$ cat config.mk
export PLATFORM = sky130hd
export DESIGN_NAME = button_conditioner
export DESIGN_NICKNAME = d
export VERILOG_FILES = /design/src/rtl/button_conditioner.sv
export SDC_FILE = /design/constraint.sdc
export NUM_CORES = 1
export LEC_CHECK = 0
export CORE_ASPECT_RATIO = 1.5
export CORE_MARGIN = 2
export CORE_UTILIZATION = 40
export CTS_CLUSTER_SIZE = 30
export DETAILED_ROUTE_END_ITERATION = 10
export HOLD_SLACK_MARGIN = 0.15
export SLEW_MARGIN = 10
export SYNTH_ARGS = -nofsm -noshare
export SYNTH_HDL_FRONTEND = slang
export SYNTH_SLANG_ARGS = --single-unit
$ cat constraint.sdc
create_clock -name clock -period 4.1 [get_ports clock]
set_input_delay 0.615 -clock clock [delete_from_list [all_inputs] [get_ports clock]]
set_output_delay 0.615 -clock clock [all_outputs]
set_load 0.02 [all_outputs]
$ cat src/rtl/button_conditioner.sv
// Conditions N active-low player buttons into debounced levels, one-cycle press/release
// pulses and an action pulse train with delayed auto-repeat for held buttons.
module button_conditioner #(
   parameter int unsigned      N_BTN           = 4,
   parameter int unsigned      SYNC_STAGES     = 2,
   parameter int unsigned      DEBOUNCE_CYCLES = 250000,
   parameter int unsigned      REPEAT_DELAY    = 5000000,
   parameter int unsigned      REPEAT_RATE     = 1250000,
   parameter logic [N_BTN-1:0] ACTIVE_LOW      = {N_BTN{1'b1}},
   parameter logic [N_BTN-1:0] REPEAT_MASK     = {N_BTN{1'b1}}
) (
   input  logic             clock,
   input  logic             reset,
   input  logic             enable,
   input  logic [N_BTN-1:0] raw_in,
   output logic [N_BTN-1:0] level,
   output logic [N_BTN-1:0] press,
   output logic [N_BTN-1:0] release_pulse,  // "release" is a reserved word
   output logic [N_BTN-1:0] action
);

   localparam int unsigned DCNT_W = $clog2(DEBOUNCE_CYCLES + 1);
   localparam int unsigned RMAX   = (REPEAT_DELAY > REPEAT_RATE) ? REPEAT_DELAY : REPEAT_RATE;
   localparam int unsigned RCNT_W = (RMAX > 1) ? $clog2(RMAX) : 1;

   localparam logic [DCNT_W-1:0] DEB_TERM   = DCNT_W'(DEBOUNCE_CYCLES - 1);
   localparam logic [RCNT_W-1:0] DELAY_TERM = RCNT_W'(REPEAT_DELAY - 1);
   localparam logic [RCNT_W-1:0] RATE_TERM  = RCNT_W'(REPEAT_RATE - 1);

   typedef enum logic [1:0] {
      IDLE  = 2'd0,
      DELAY = 2'd1,
      RATE  = 2'd2
   } rpt_state_t;

   logic [N_BTN-1:0]  sync_q [SYNC_STAGES];
   logic [N_BTN-1:0]  sync_out;
   logic [DCNT_W-1:0] dcnt_q [N_BTN];
   logic [DCNT_W-1:0] dcnt_d [N_BTN];
   rpt_state_t        state_q [N_BTN];
   rpt_state_t        state_d [N_BTN];
   logic [RCNT_W-1:0] rcnt_q [N_BTN];
   logic [RCNT_W-1:0] rcnt_d [N_BTN];
   logic [N_BTN-1:0]  level_d;
   logic [N_BTN-1:0]  rise;
   logic [N_BTN-1:0]  fall;
   logic [N_BTN-1:0]  rpt_fire;

   assign sync_out = sync_q[SYNC_STAGES-1];

   // Next-cycle debouncer and repeat state; the repeat pulse is looked up on the
   // next-cycle values so it can be registered and still land in its own cycle.
   always_comb begin
      level_d  = level;
      rise     = '0;
      fall     = '0;
      rpt_fire = '0;
      for (int unsigned i = 0; i < N_BTN; i++) begin
         dcnt_d[i]  = '0;
         state_d[i] = state_q[i];
         rcnt_d[i]  = rcnt_q[i];

         if (sync_out[i] != level[i]) begin
            if (dcnt_q[i] == DEB_TERM) begin
               level_d[i] = sync_out[i];
               rise[i]    = sync_out[i];
               fall[i]    = ~sync_out[i];
            end else begin
               dcnt_d[i] = dcnt_q[i] + 1'b1;
            end
         end

         if (!REPEAT_MASK[i] || !enable || !level[i]) begin
            state_d[i] = IDLE;
            rcnt_d[i]  = '0;
         end else begin
            case (state_q[i])
               IDLE: begin
                  if (press[i]) begin
                     state_d[i] = DELAY;
                     rcnt_d[i]  = '0;
                  end
               end
               DELAY: begin
                  if (rcnt_q[i] == DELAY_TERM) begin
                     state_d[i] = RATE;
                     rcnt_d[i]  = '0;
                  end else begin
                     rcnt_d[i] = rcnt_q[i] + 1'b1;
                  end
               end
               RATE: begin
                  if (rcnt_q[i] == RATE_TERM) rcnt_d[i] = '0;
                  else                        rcnt_d[i] = rcnt_q[i] + 1'b1;
               end
               default: begin
                  state_d[i] = IDLE;
                  rcnt_d[i]  = '0;
               end
            endcase
         end

         // A release landing on a terminal count suppresses that repeat.
         rpt_fire[i] = REPEAT_MASK[i] && enable && level_d[i] &&
                       (((state_d[i] == DELAY) && (rcnt_d[i] == DELAY_TERM)) ||
                        ((state_d[i] == RATE)  && (rcnt_d[i] == RATE_TERM)));
      end
   end

   always_ff @(posedge clock) begin
      if (reset) begin
         for (int unsigned k = 0; k < SYNC_STAGES; k++) sync_q[k] <= '0;
         for (int unsigned i = 0; i < N_BTN; i++) begin
            dcnt_q[i]  <= '0;
            state_q[i] <= IDLE;
            rcnt_q[i]  <= '0;
         end
         level         <= '0;
         press         <= '0;
         release_pulse <= '0;
         action        <= '0;
      end else begin
         sync_q[0] <= raw_in ^ ACTIVE_LOW;
         for (int unsigned k = 1; k < SYNC_STAGES; k++) sync_q[k] <= sync_q[k-1];
         for (int unsigned i = 0; i < N_BTN; i++) begin
            dcnt_q[i]  <= dcnt_d[i];
            state_q[i] <= state_d[i];
            rcnt_q[i]  <= rcnt_d[i];
         end
         level         <= level_d;
         press         <= rise & {N_BTN{enable}};
         release_pulse <= fall & {N_BTN{enable}};
         action        <= (rise & {N_BTN{enable}}) | rpt_fire;
      end
   end

endmodule

==> impl_results.md, run 1 <==
- Status: completed
- Avg Synthesized Cell Area: 7.58 um^2
- # nets final: 1466
- Cell family contributing the most delay on the critical path: simple AND/OR/NAND/NOR gates
- Clk sink count: 196
- Initial antenna violation count: 0
- Die Height: roughly 210 um
- Total Routed Length: 32900 um
- Most common cell after layout, fill and taps aside: nor2_1
- Clock tree from TritonCTS: built
- Share of cells above drive strength 1: 5.26%
- Via count of the first global-routing pass: ~10000
- Global routing's busiest layer: met2
- Overall power: ~3.6 mW
- Reg-to-reg slack, setup: 520 ps
- Tightest Pin Transition: between 800 and 900 ps
- Maximum count of clock buffers along a single path: 2
- Standard cell area after detailed placement: ~12000 um^2
- GPL Wtd Cong: around 1
- Final count of hold timing violations: 0
- Inserted Diodes: 0
- Multi-input gate area in the final layout: between 6000 and 7000 um^2
- Worst min-delay path class: reg2reg
- IO buf count: 22
- Number of vias per cell: just over 6
- Routed vias: 11100
- DRC errors left: 0
- Critical Setup Path Class: reg2reg
- Cell area after technology mapping: approximately 11000 um^2
- Global-route wire length before repair: about 53000 um
- Layout Skew: about 11 ps
- Die Footprint: slightly below 30000 um^2
- Clock insertion delay at the later pin of the skew report: approximately 460 ps
- Cell Pwr Density: 297 nW/um^2
- H-tree depth reported by CTS: 4
- Final Setup Violations: 0
- Worst endpoint required time: about 4500 ps
- Layout overhead on the synthesized area: 9.59%
- Remaining antenna violation count after routing: 0
- Net Count, Synth: between 1000 and 1500
- Maximum number of pins on one net before global-route repair: 24
- Post-route clock period utilization: 87.3%
- Synthesized netlist cell count: between 1000 and 1500
- Slowest CP cell: and2_1
- Maximum capacitance violations: 0
- Top cells by area in the synthesized netlist: dfxtp_1 35%, nor2_1 6.9%, nand2_1 4.9%
- Number of fill cells in the layout: between 2000 and 3000
- #FFs+latches synth: 196
- Proportion of netlist area held by the largest area contributor: a little over a third
- Critical path launch point type: register
- CTS Buf Count: 17
- Total number of yosys warnings: 0
- Proportion of register bits with asynchronous set or reset after synthesis: 0%
- Number of enable-type register cells in the synthesized netlist: 0
- Ports placed on the boundary: 23
- Fmax: between 200 and 300 MHz
- Delay contributed by the slowest stage of the critical path: approximately 580 ps
- Critical path, cell by cell: ha_1, nand3_1, or4_1, o31ai_1, buf_4, and2_1, o21ai_0, a21oi_1, nand4_1, o2bb2ai_1, a21o_1
- Met3 Resource Use GR: 3.19%
- Row Count: 75
- Post-detailed-placement half-perimeter wirelength: ~24000 um
- Die X-Extent: 141 um
- Distinct cell type count after synthesis: 76
- CTS hold repair buffers: 0
- Met2 Use GR: between 30% and 40%
- Biggest area consumer among synthesized cells: dfxtp_1
- Number of design-rule violations left by the first detailed-router iteration: 680
- Global-route congestion overflow total: 0
- Arrival @ worst endpoint: 3980 ps
- Unrepaired setup endpoints after global routing: no
- Most used DFF post-synth: dfxtp_1
- Buffer cell driving the clock tree root: clkbuf_16
- Per-cell routed wire length: 18.2 um
- Commonest cells after routing, fill and taps aside: 206 x nor2_1, 196 x dfxtp_1, 147 x nand2_1
- Leakage: approximately 3.7 nW
- Setup Total Neg Slack: 0 ps
- GRT Overall Usage: between 20% and 30%
- Initial DRT Pass Iterations: 5
- Register area share after synthesis: roughly a third
- Non-Filler Cell Area, Final: 12300 um^2
- Number of buffers added for setup after CTS: 0
- Maximum fanout along the worst path: 18
- Min cycle time layout: ~3600 ps
- Post-route core utilization: between 40% and 50%
- Number of pins exceeding their max-slew limit in the final report: 0
- GR met1 Demand/Resource: between 20% and 30%
- Clock Pin Slew Worst Setup and Hold Paths: approximately 70 ps
- Crit end category: register
- WP buf/inv: 1
- Area of the core: between 20000 and 30000 um^2
- Maximum ir drop on the vdd rail: between 0.3 and 0.4 mV
- Headroom to the max-slew limit: between 40 and 50%
- Total of cells resized after clock tree synthesis: 0
- Sequential Area: 3920 um^2
- Initial Utilization: between 40 and 50%
==> worst paths after layout <==
check          startpoint      endpoint  cells past startpoint
max          rcnt_q[0][1]     action[0]                     11
min          dcnt_q[0][0]  dcnt_q[0][0]                      1
max reg2reg  rcnt_q[0][1]     action[0]                     11
min reg2reg  dcnt_q[0][0]  dcnt_q[0][0]                      1
==> synth_stat cells, drive strengths merged, types with 6 or more instances <==
master   count
a2111oi      7
a211oi      19
a21boi       6
a21o         6
a21oi       91
a22oi       26
a311oi       7
a31oi       21
a41o         6
and2        19
and3        47
and4        15
buf         16
clkbuf      80
dfxtp      196
ha           8
inv         18
nand2      149
nand2b       9
nand3       61
nand3b       9
nand4       51
nand4b       9
nor2       206
nor2b       23
nor3        36
nor3b        9
nor4        29
nor4b        9
o21ai       72
o22ai       10
o31ai        8
or3         31
or4         17
xnor2       37
xor2        47
==> report_power, final <==
| group | total (mW) | internal, mW | switching [mW] | leakage [nW] |
|---|---|---|---|---|
| Combinational | 0.0278 | 0.00950 | 0.0183 | 1.87 |
| Sequential | 1.91 | 1.91 | 0.00285 | 1.58 |
| Clock | 1.71 | 0.924 | 0.788 | 0.283 |
==> per-layer routing <==
layer / wire length, um / share of wire (%) / vias to the layer above
met1: 13300 / 40 / 5169
met3: 1410 / 4.3 / 153
met2: 15800 / 48 / 427
met4: 2390 / 7.3 / 0
met5: 0 / 0 / -
li1: - / - / 5331
==> stage by stage <==
stage,hold slack (ps),cells,worst slack (ps)
4_1_cts,438,1809,609
6_report,435,1809,521
5_1_grt,450,1809,283
3_5_place_dp,422,1778,640
3_3_place_gp,422,1778,665
2_1_floorplan,413,1477,1110
==> area by class of cell <==
| type | instances | share of cell area (%) |
|---|---|---|
| Sequential cell | 196 | 32.0 |
| Inverter | 18 | 0.551 |
| Clock buffer | 19 | 3.61 |
| Clock inverter | 12 | 1.17 |
| Timing Repair Buffer | 51 | 3.53 |
| Tap cell | 346 | 3.53 |
| Multi-Input combinational cell | 1167 | 55.6 |
==> kinds of logic after synthesis <==
logic type / share of synthesized area, %
buffers and inverters: 4.08
and+or+nand+nor: 34.0
AOI/OAI and AO/OA: 19.2
DFF: 35.0
muxes: 0.179
xor gates and xnor gates: 6.57
adders and majority gates: 0.894
==> registers in the layout (all words and copies together), names as in the netlist <==
signal	cells
state_q	8
release_pulse	4
sync_q	8
level	4
action	4
rcnt_q	92
press	4
dcnt_q	72
No activity file was read; power rests on OpenSTA's default activity.
==> inputs of run 2 (changes only) <==
CTS_BUF_LIST = sky130_fd_sc_hd__clkbuf_4   (was not set)
==> run 2 against run 1 <==
Effect of this change:
- register-to-register slack worse by 20 ps
- global-route usage down 0.091 points
- die area did not move
- clock power fell by 37%
- non-clock buffer count is the same
- core utilization fell by 1.1 points
- clock-buffer cell count down 1
- worst hold slack worse by 100 ps
- final cell count about the same
- critical path type unchanged
- critical endpoint unchanged
==> impl_results.md, run 2 (synthesis gave the netlist of run 1 again) <==
- IO buf count: 22
- Largest registers ranked by flip-flop count: rcnt_q (92), dcnt_q (72)
- Layout overhead on the synthesized area: 6.89%
- Worst endpoint required time: approximately 4700 ps
- Maximum number of pins on one net before global-route repair: 24
- Clock Pin Slew Worst Setup and Hold Paths: ~160 ps
- Number of pins exceeding their max-slew limit in the final report: 0
- H-tree depth reported by CTS: 4
- Remaining antenna violation count after routing: 0
- Die Height: 209 um
- Delay contributed by the slowest stage of the critical path: around 560 ps
- Maximum count of clock buffers along a single path: 2
- Total Routed Length: roughly 33000 um
- DRC errors left: 0
- Maximum fanout along the worst path: 18
- Final Setup Violations: 0
- Initial antenna violation count: 1
- Die Footprint: 29400 um^2
- Layout Skew: between 20 and 25 ps
- Ports placed on the boundary: 23
- Global-route wire length before repair: about 53000 um
- GRT Overall Usage: between 20% and 30%
- Routed vias: between 10000 and 15000
- Clk sink count: ~200
- Overall power: 3.02 mW
- Max reg flops: about 90
- Worst min-delay path class: in2reg
- Cell family contributing the most delay on the critical path: simple AND/OR/NAND/NOR gates
- Critical path, cell by cell: ha_1, nand3_1, or4_1, o31ai_1, buf_4, and2_1, o21ai_0, a21oi_1, nand4_1, o2bb2ai_1, a21o_1
- CTS hold repair buffers: 0
- Status: completed
- Leakage: 3.60 nW
- Cell Pwr Density: roughly 250 nW/um^2
- Number of cells in the design after placement: 1778
- Initial DRT Pass Iterations: 7
- GPL Wtd Cong: approximately 1.0
- Slowest CP cell: or4_1
- # nets final: approximately 1500
- Number of design-rule violations left by the first detailed-router iteration: roughly 760
- Headroom to the max-slew limit: between 40% and 50%
- Clock insertion delay at the later pin of the skew report: ~630 ps
- WP buf/inv: 1
- Setup Total Neg Slack: 0 ps
- Number of vias per cell: between 6 and 7
- Post-detailed-placement half-perimeter wirelength: 23800 um
- Arrival @ worst endpoint: roughly 4200 ps
- Area of the core: roughly 28000 um^2
- Initial Utilization: 40.3%
- Commonest cells after routing, fill and taps aside: 206 x nor2_1, 196 x dfxtp_1, 147 x nand2_1
- Min cycle time layout: 3590 ps
- Post-route clock period utilization: between 80 and 90%
- Tightest Pin Transition: about 830 ps
- Die X-Extent: 141 um
- Total of cells resized after clock tree synthesis: 0
- Per-cell routed wire length: around 18 um
- Share of cells above drive strength 1: approximately 5.3%
- Final Instance Count excl. Fillers: between 1500 and 2000
- Unrepaired setup endpoints after global routing: no
- Critical path launch point type: register
- Largest Register: rcnt_q
- Maximum capacitance violations: 0
- Number of buffers added for setup after CTS: 0
- Crit end category: register
- Clock tree from TritonCTS: built
- Global-route congestion overflow total: 0
- Maximum ir drop on the vdd rail: around 0.16 mV
- Critical Setup Path Class: reg2reg
- CTS Buf Count: 17
- Fmax: 278 MHz
- Final count of hold timing violations: 0
- Most common cell after layout, fill and taps aside: nor2_1
- Buffer cell driving the clock tree root: clkbuf_4
- Via count of the first global-routing pass: around 10000
- Row Count: 75
-- run 2: changes by cell type in the layout (fill, tap and decap cells not counted) --
| cell | before | now |
|---|---|---|
| clkbuf_8 | 1 | 0 |
| clkbuf_16 | 17 | 0 |
| clkinv_1 | 0 | 1 |
| diode_2 | 0 | 1 |
| clkbuf_4 | 0 | 18 |
| clkbuf_1 | 1 | 0 |
-- run 2: final cells by class --
| type | instances | area (um^2) |
|---|---|---|
| Timing Repair Buffer | 51 | 433 |
| Sequential cell | 196 | 3920 |
| Antenna cell | 1 | 2.50 |
| Clock inverter | 13 | 148 |
| Inverter | 18 | 67.6 |
| Fill cell | 2838 | 15800 |
| Clock buffer | 18 | 135 |
| Multi-Input combinational cell | 1167 | 6830 |
| Tap cell | 346 | 433 |
-- run 2: final timing paths --
kind / startpoint / endpoint / slack [ps] / depth (start not counted)
max: rcnt_q[0][1] / action[0] / 510 / 11
min reg2reg: dcnt_q[0][0] / dcnt_q[0][0] / 450 / 1
max reg2reg: rcnt_q[0][1] / action[0] / 510 / 11
min: reset / sync_q[0][2] / 330 / 2
-- run 2: where the power goes --
group / switching (mW) / leakage, nW / internal, mW
Clock: 0.707 / 0.149 / 0.376
Sequential: 0.00283 / 1.58 / 1.91
Combinational: 0.0183 / 1.87 / 0.00950
-- run 2: worst reg2reg max path, delay by kind of cell, from the launching register on --
family          cells  cell delay (ps)
simple gates        4             1460
fa+ha+maj           1              310
flops               1              430
compound gates      5             1140
buf+inv             1              230
-- run 2: metrics by stage --
step | utilization [%] | hold slack, ps | worst slack, ps | instance area (um^2)
finish | 43.1 | 334 | 505 | 12000
global route | 43.1 | 322 | 263 | 12000
CTS | 43.1 | 294 | 590 | 12000
detailed placement | 42.1 | 422 | 640 | 11700
global placement | 42.1 | 422 | 665 | 11700
floorplan | - | 413 | 1110 | 11200
-- run 2: layer usage --
layer | up-vias | track usage [%] | wire length, um
met4 | 0 | 15.2 | 2230
met5 | - | 0 | 0
met3 | 139 | 3.23 | 1450
met1 | 5175 | 25.7 | 13300
met2 | 427 | 37.6 | 15900
li1 | 5339 | - | -
==> inputs of run 3 (changes only) <==
MAX_ROUTING_LAYER = met4   (was not set)
clock period = 4.2 ns   (was 4.1 ns; I/O delays follow)
==> run 3 against run 2 <==
Effect of this change:
- critical path depth shrank 1
- first-iteration DRC count grew 7.0%
- wire length grew 1.6%
- clock-buffer cell count is the same
- register-to-register slack lost 70 ps
- flip-flop and latch count is the same
- largest cell class unchanged
- sequential share of layout area shrank 0.058 points
- via count shrank 0.17%
- worst setup slack lost 67 ps
- sequential power shrank 2%
- core utilization grew 0.077 points
- final cell count grew 0.11%
==> impl_results.md, run 3 (synthesis gave the netlist of run 1 again) <==
- Design internal power: between 2 and 2.5 mW
- Pre-CTS setup slack: 510 ps
- Number of vias per cell: between 6 and 7
- Clk sink count: between 150 and 200
- Routed vias: 11100
- Maximum ir drop on the vdd rail: 0.161 mV
- Headroom to the max-slew limit: between 30% and 40%
- Post-route core utilization: approximately 43%
- Switching part of the total power: 23.4%
- Total Routed Length: between 30000 and 40000 um
- Min cycle time layout: approximately 3800 ps
- Initial DRT Pass Iterations: 6
- Overall power: roughly 3.0 mW
- # nets final: 1467
- Total of cells resized after clock tree synthesis: 0
- Cell Pwr Density: 249 nW/um^2
- Clock tree from TritonCTS: built
- Most common cell after layout, fill and taps aside: nor2_1
- Critical Setup Path Class: reg2reg
- Worst endpoint required time: between 4000 and 5000 ps
- Status: completed
- Arrival @ worst endpoint: approximately 4300 ps
- GPL Wtd Cong: roughly 0.99
- Post-detailed-placement half-perimeter wirelength: 24200 um
- Remaining antenna violation count after routing: 0
- RR Endpoint: action[2]
- Fmax: ~270 MHz
- Unrepaired setup endpoints after global routing: no
- IO buf count: 22
- Critical path launch point type: register
- Share of total power in combinational logic: less than 1%
- Number of cells in the design after placement: 1779
- Share of cells above drive strength 1: 5.26%
- Initial antenna violation count: 1
- Number of buffers added for setup after CTS: 0
- Multi-input gate area in the final layout: just under 7000 um^2
- Switching component of the power: roughly 0.7 mW
- Hold Worst Slack: between 400 and 500 ps
- Maximum count of clock buffers along a single path: 2
- Final Instance Count excl. Fillers: roughly 1800
- DRC errors left: 0
- Final Setup Violations: 0
- Commonest cells after routing, fill and taps aside: 206 x nor2_1, 196 x dfxtp_1, 147 x nand2_1
- Area of the core: 27800 um^2
- Buffer cell driving the clock tree root: clkbuf_4
- Non-Filler Cell Area, Final: about 12000 um^2
- Crit end category: register
- CTS Buf Count: 17
- Number of fill cells in the layout: 2922
- Final count of hold timing violations: 0
- Number of design-rule violations left by the first detailed-router iteration: around 810
- Part of the power in registers: 62.5%
- GRT Overall Usage: between 20% and 30%
- Via count of the first global-routing pass: 10600
- Die Footprint: a little under 30000 um^2
- Row Count: 75
- Largest Register: rcnt_q
- Largest registers ranked by flip-flop count: rcnt_q (92), dcnt_q (72)
- End of the worst hold path: dcnt_q[0][0]
- Reg2reg start: rcnt_q[2][0]
- Reg-to-reg slack, setup: ~440 ps
- Die Height: ~210 um
- Maximum number of pins on one net before global-route repair: 37
- Worst min-delay path class: reg2reg
- Leakage: around 3.6 nW
- Per-cell routed wire length: approximately 18 um
- Worst min-delay path startpoint: dcnt_q[0][0]
- H-tree depth reported by CTS: 4
- Standard cell area after detailed placement: between 10000 and 15000 um^2
- Global-route congestion overflow total: 0
- Setup Total Neg Slack: 0 ps
- Ports placed on the boundary: 23
- CTS hold repair buffers: 0
- Slack of the critical path: 438 ps
- Layout Skew: roughly 38 ps
- Global-route wire length before repair: ~55000 um
- Maximum fanout along the worst path: 12
- Worst Reg2Reg Path Length in Cells: 10
- Max reg flops: a little over 90
- Sequential Area: between 3000 and 4000 um^2
- Clock Pin Slew Worst Setup and Hold Paths: ~150 ps
- WHS Path Cells: 1
- Number of pins exceeding their max-slew limit in the final report: 0
- Tightest Pin Transition: 911 ps
- Initial Utilization: 40.3%
- Clock insertion delay at the later pin of the skew report: between 600 and 700 ps
- Die X-Extent: roughly 140 um
- Proportion of power drawn by the clock network: 36.7%
- Maximum capacitance violations: 0
- Post-route clock period utilization: between 80% and 90%
- Layout overhead on the synthesized area: 7.08%
-- run 3: cell types whose count changed in the layout (fill, tap and decap cells not counted), sizes merged --
cell | previous run | this run
bufinv | 2 | 3
clkinv | 4 | 8
inv | 23 | 19
buf | 30 | 31
-- run 3: worst max path at each step --
stage	startpoint	to	cells past startpoint
6_report	rcnt_q[2][0]	action[2]	10
5_1_grt	rcnt_q[2][0]	action[2]	10
3_5_place_dp	rcnt_q[1][0]	action[1]	10
3_3_place_gp	rcnt_q[1][0]	action[1]	10
2_1_floorplan	rcnt_q[3][0]	action[3]	10
4_1_cts	rcnt_q[1][0]	action[1]	10
-- run 3: critical path, cell delays in order, from the launching register on --
cell and delay, ps:
dfxtp_1 470, ha_1 240, nand3_1 250, or4_1 570, o21bai_1 480, and2_1 520
o21ai_0 210, nor3_1 280, a21boi_0 130, o31ai_1 350, a41o_1 210
-- run 3: power groups by stage --
| stage | clock, mW | sequential [mW] | combinational [mW] |
|---|---|---|---|
| final | 1.10 | 1.87 | 0.0258 |
| after global routing | 1.22 | 1.87 | 0.0291 |
| after CTS | 1.14 | 1.87 | 0.0265 |
| after detailed placement | 0 | 1.91 | 0.0264 |
| after global placement | 0 | 1.91 | 0.0262 |
| after floorplan | 0 | 1.91 | 0.0142 |
-- run 3: layer usage --
layer | track usage (%) | vias to the layer above | share of wire (%) | wire length (um)
met4 | 14.3 | 0 | 5.9 | 1970
met1 | 26.3 | 5191 | 39 | 13200
met2 | 40.3 | 386 | 50 | 16800
met3 | 3.02 | 143 | 4.4 | 1460
met5 | - | - | 0 | 0
li1 | - | 5341 | - | -
-- run 3: layout make-up --
| cell class | instances | share of cell area, % |
|---|---|---|
| diodes | 1 | 0.0209 |
| clock buffers | 18 | 1.13 |
| clock inverters | 14 | 1.35 |
| inverters | 18 | 0.563 |
| multi-input cells | 1167 | 56.9 |
| flip-flops and latches | 196 | 32.7 |
| well taps | 346 | 3.61 |
| repair buffers | 52 | 3.67 |
==> variant 1: new RTL, config.mk and constraints of run 1 <==
Set the parameter `REPEAT_RATE` to 2500000 (it was 1250000).
--- a/src/rtl/button_conditioner.sv
+++ b/src/rtl/button_conditioner.sv
@@ -5,7 +5,7 @@
    parameter int unsigned      SYNC_STAGES     = 2,
    parameter int unsigned      DEBOUNCE_CYCLES = 250000,
    parameter int unsigned      REPEAT_DELAY    = 5000000,
-   parameter int unsigned      REPEAT_RATE     = 1250000,
+   parameter int unsigned      REPEAT_RATE     = 2500000,
    parameter logic [N_BTN-1:0] ACTIVE_LOW      = {N_BTN{1'b1}},
    parameter logic [N_BTN-1:0] REPEAT_MASK     = {N_BTN{1'b1}}
 ) (
Function: same outputs for any inputs over 10 cycles, from zero or initial values and one cycle with reset high; that may be too few to reach the edited logic, so the function may still have changed.
==> variant 1 against run 1 <==
  * Die area fell by 1.9%
  * Synthesized cell count fell by 2.4%
  * Wire length fell by 11%
  * Synthesized area fell by 2.0%
  * Sequential share of layout area rose by 0.36 points
  * Power rose by 2.2%
  * Final area fell by 1.1%
  * Sequential cell count did not move
  * Cell count fell by 1.5%
  * Setup slack improved by 0.18 ns
  * Via count fell by 5.4%
  * Highest routed layer unchanged
==> variant 1: results (changes against run 1) <==
[metrics] P_int: 2.86 mW (was 2.84 mW)
[metrics] worst slew margin relative to its limit: 43.4% (was 44.2%)
[metrics] post-synthesis share of cell area spent on full adders, half adders and majority gates: 0.912% (was 0.894%)
[metrics] met2 wire length: 14.8 mm (was 15.8 mm)
[metrics] met3 Track Usage GR: 2.35% (was 3.19%)
[metrics] compound-gate portion of the synthesized area: 16.8% (was 19.2%)
[metrics] non-clock buffer area fraction after layout: 3.61% (was 3.53%)
[metrics] met2 Track Usage GR: 36.6% (was 37.4%)
[metrics] Register-to-Register Setup Slack: 0.70 ns (was 0.52 ns)
[metrics] Post-synth top cells: sky130_fd_sc_hd__nor2_1 (215), sky130_fd_sc_hd__dfxtp_1 (196), sky130_fd_sc_hd__nand2_1 (162), sky130_fd_sc_hd__a21oi_1 (92), sky130_fd_sc_hd__clkbuf_1 (69) (was sky130_fd_sc_hd__nor2_1 (206), sky130_fd_sc_hd__dfxtp_1 (196), sky130_fd_sc_hd__nand2_1 (147), sky130_fd_sc_hd__a21oi_1 (91), sky130_fd_sc_hd__clkbuf_1 (80))
[metrics] Worst setup endpoint: action[3] (was action[0])
[metrics] destination of the worst hold path: dcnt_q[1][0] (was dcnt_q[0][0])
[metrics] worst setup slack after placement: 0.743 ns (was 0.640 ns)
[metrics] total track usage: 20.2% (was 22.3%)
[metrics] wire length of the first global-routing pass: 48.5 mm (was 53.0 mm)
[metrics] worst-path fanout max: 17 (was 18)
[metrics] Final Cycle Share: 82.9% (was 87.3%)
[metrics] result of the run: finished clean (unchanged)
[metrics] Multi-input gate area: 0.00665 sq mm (was 0.00683 sq mm)
[metrics] largest net degree at the start of global routing: 31 (was 24)
[metrics] power density relative to cell area: 307 mW/mm^2 (was 297 mW/mm^2)
[metrics] fin nets: 1,441 (was 1,466)
[metrics] via count of the routed design: 10,480 (was 11,080)
[metrics] syn nets: 1,457 (was 1,492)
[metrics] via count of the first global-routing pass: 10,115 (was 10,397)
## variant 1: changes by cell type in the layout (fill, tap and decap cells not counted), moves of 6 or more
cell                       delta
sky130_fd_sc_hd__nor2_1       +9
sky130_fd_sc_hd__nand3_1      +8
sky130_fd_sc_hd__or4_1        -7
sky130_fd_sc_hd__nor3_1      +10
sky130_fd_sc_hd__a31oi_1      -9
sky130_fd_sc_hd__and3_1       -8
sky130_fd_sc_hd__a41o_1       -6
sky130_fd_sc_hd__o21ai_0      -6
sky130_fd_sc_hd__o22ai_1      -6
sky130_fd_sc_hd__and2_1       -9
sky130_fd_sc_hd__a211oi_1    -10
sky130_fd_sc_hd__nand4_1      -8
sky130_fd_sc_hd__nand2_1     +15
## variant 1: metrics by stage
stage	area [sq um]	std cells	hold WS (ns)	util (%)
after CTS	12100	1781	0.440	44.7
after global placement	11500	1749	0.421	42.4
after detailed placement	11500	1749	0.429	42.4
after global routing	12100	1781	0.461	44.7
final	12100	1781	0.438	44.7
after floorplan	11000	1442	0.413	-
==> variant 2: new RTL, flow settings as in run 1 <==
Without the edit above. Register the input `raw_in` before use, with the module's reset. The logic sees it one clock later. The other inputs are not delayed to match.
--- a/src/rtl/button_conditioner.sv
+++ b/src/rtl/button_conditioner.sv
@@ -32,6 +32,16 @@
       DELAY = 2'd1,
       RATE  = 2'd2
    } rpt_state_t;
+
+   logic [N_BTN-1:0] raw_q;
+
+   always_ff @(posedge clock) begin
+      if (reset) begin
+         raw_q <= '0;
+      end else begin
+         raw_q <= raw_in;
+      end
+   end
 
    logic [N_BTN-1:0]  sync_q [SYNC_STAGES];
    logic [N_BTN-1:0]  sync_out;
@@ -120,7 +130,7 @@
          release_pulse <= '0;
          action        <= '0;
       end else begin
-         sync_q[0] <= raw_in ^ ACTIVE_LOW;
+         sync_q[0] <= raw_q ^ ACTIVE_LOW;
          for (int unsigned k = 1; k < SYNC_STAGES; k++) sync_q[k] <= sync_q[k-1];
          for (int unsigned i = 0; i < N_BTN; i++) begin
             dcnt_q[i]  <= dcnt_d[i];
Check against the original RTL: same outputs for any inputs over 10 cycles, from zero or initial values and one cycle with reset high; that may be too few to reach the edited logic, so the function may still have changed.
==> variant 2 against run 1 <==
  * Fmax down 1.5%
  * Power rose by 3.9%
  * Synthesized area fell by 1.7%
  * Setup slack worse by 0.053 ns
  * Sequential share of layout area increased by 1.0 points
  * First-iteration DRC count decreased by 35%
  * Final area shrank 1.2%
  * Sequential cell count rose by 4
  * Count of clock-buffer cells in the layout decreased by 1
  * Wire length decreased by 12%
  * Critical endpoint is now action[1]
  * Highest routed layer unchanged
==> variant 2: results (changes against run 1) <==
[metrics] result of the run: finished clean (unchanged)
[metrics] dpl cells: 1,744 (was 1,778)
[metrics] compound-gate portion of the synthesized area: 15.9% (was 19.2%)
[metrics] destination of the worst hold path: sync_q[0][3] (was dcnt_q[0][0])
[metrics] final weighted congestion in routability-driven placement: 0.907 (was 0.998)
[metrics] r2r startpoint: rcnt_q[1][0] (was rcnt_q[0][1])
[metrics] Post-synth top cells: sky130_fd_sc_hd__nor2_1 (213), sky130_fd_sc_hd__dfxtp_1 (200), sky130_fd_sc_hd__nand2_1 (149), sky130_fd_sc_hd__a21oi_1 (93), sky130_fd_sc_hd__nand3_1 (80) (was sky130_fd_sc_hd__nor2_1 (206), sky130_fd_sc_hd__dfxtp_1 (196), sky130_fd_sc_hd__nand2_1 (147), sky130_fd_sc_hd__a21oi_1 (91), sky130_fd_sc_hd__clkbuf_1 (80))
[metrics] Filler Cells Inserted: 2,710 (was 2,807)
[metrics] syn nets: 1,446 (was 1,492)
[metrics] average wire length per cell after detail routing: 16.2 um (was 18.2 um)
[metrics] largest net degree at the start of global routing: 30 (was 24)
[metrics] Unique masters post-synth: 87 (was 76)
[metrics] number of DRC violations after detailed-routing iteration 0: 439 (was 680)
[metrics] M1 GR Usage: 22.3% (was 25.6%)
[metrics] Layout Skew: 0.0141 ns (was 0.0114 ns)
[metrics] ratio of cells with drive above 1 in the final layout: 6.35% (was 5.26%)
[metrics] largest cells by area after synthesis: sky130_fd_sc_hd__dfxtp_1 (36%), sky130_fd_sc_hd__nor2_1 (7.3%), sky130_fd_sc_hd__nand2_1 (5.1%) (was sky130_fd_sc_hd__dfxtp_1 (35%), sky130_fd_sc_hd__nor2_1 (6.9%), sky130_fd_sc_hd__nand2_1 (4.9%))
[metrics] arrival time of data at the critical path endpoint: 4.03 ns (was 3.98 ns)
[metrics] met2 Track Usage GR: 35.0% (was 37.4%)
[metrics] wire length of the first global-routing pass: 47.6 mm (was 53.0 mm)
[metrics] endpoint of the worst-slack reg-to-reg timing path: action[1] (was action[0])
[metrics] worst slew margin relative to its limit: 34.4% (was 44.2%)
[metrics] beginning of the worst hold path: raw_q[3] (was dcnt_q[0][0])
[metrics] mux share of post-synthesis cell area: 0.943% (was 0.179%)
[metrics] via count of the first global-routing pass: 9,782 (was 10,397)
[metrics] HPWL after DPL: 20.8 mm (was 23.8 mm)
[metrics] Register-to-Register Setup Slack: 0.47 ns (was 0.52 ns)
[metrics] worst setup slack after placement: 0.583 ns (was 0.640 ns)
[metrics] Via-to-Cell Ratio: 5.85 (was 6.12)
[metrics] Mean Syn Cell Area: 7.69 sq um (was 7.58 sq um)
variant 2: worst max-delay path by stage:
stage	to	depth (start not counted)	slack [ns]
floorplan	action[1]	12	1.01
global placement	action[1]	11	0.63
detailed placement	action[1]	11	0.58
CTS	action[1]	11	0.54
global route	action[1]	10	0.22
finish	action[1]	11	0.47
variant 2: cell families (layout without fill, tap and decap cells):
group	Yosys count	after routing
DFF	200	200
buffers and inverters	86	89
and+or+nand+nor	761	761
muxes	10	10
xor gates and xnor gates	87	87
AOI/OAI and AO/OA	279	279
adders and majority gates	8	8
variant 2: layout make-up:
cell class              instances  area [sq um]  area share, %
well taps                     342           428           3.53
clock inverters                14           203           1.67
multi-input cells            1145          6620           54.5
inverters                       9          33.8          0.279
repair buffers                 48           415           3.42
clock buffers                  18           429           3.54
flip-flops and latches        200          4000           33.0
variant 2: worst reg2reg max path, stage by stage, from the launching register on:
cell,delay (ns)
sky130_fd_sc_hd__dfxtp_1,0.44
sky130_fd_sc_hd__ha_1,0.33
sky130_fd_sc_hd__nand3_4,0.16
sky130_fd_sc_hd__or4_1,0.58
sky130_fd_sc_hd__o41ai_1,0.45
sky130_fd_sc_hd__and2_4,0.38
sky130_fd_sc_hd__o21ai_2,0.12
sky130_fd_sc_hd__a2111oi_2,0.46
sky130_fd_sc_hd__nand2_1,0.12
sky130_fd_sc_hd__nor4_2,0.23
sky130_fd_sc_hd__a41o_1,0.16
sky130_fd_sc_hd__a41o_1,0.15
variant 2: report_power, final:
part           total (mW)  switching [mW]  internal, mW
clock network        1.81           0.863         0.944
registers            1.95         0.00445          1.95
logic              0.0334          0.0206        0.0129
total                3.79           0.888          2.91
variant 2: per-layer routing:
layer	share of wire [%]	vias to the layer above
met5	0	-
met1	41	4831
met4	4.6	0
met3	4.2	88
met2	50	308
li1	-	5156
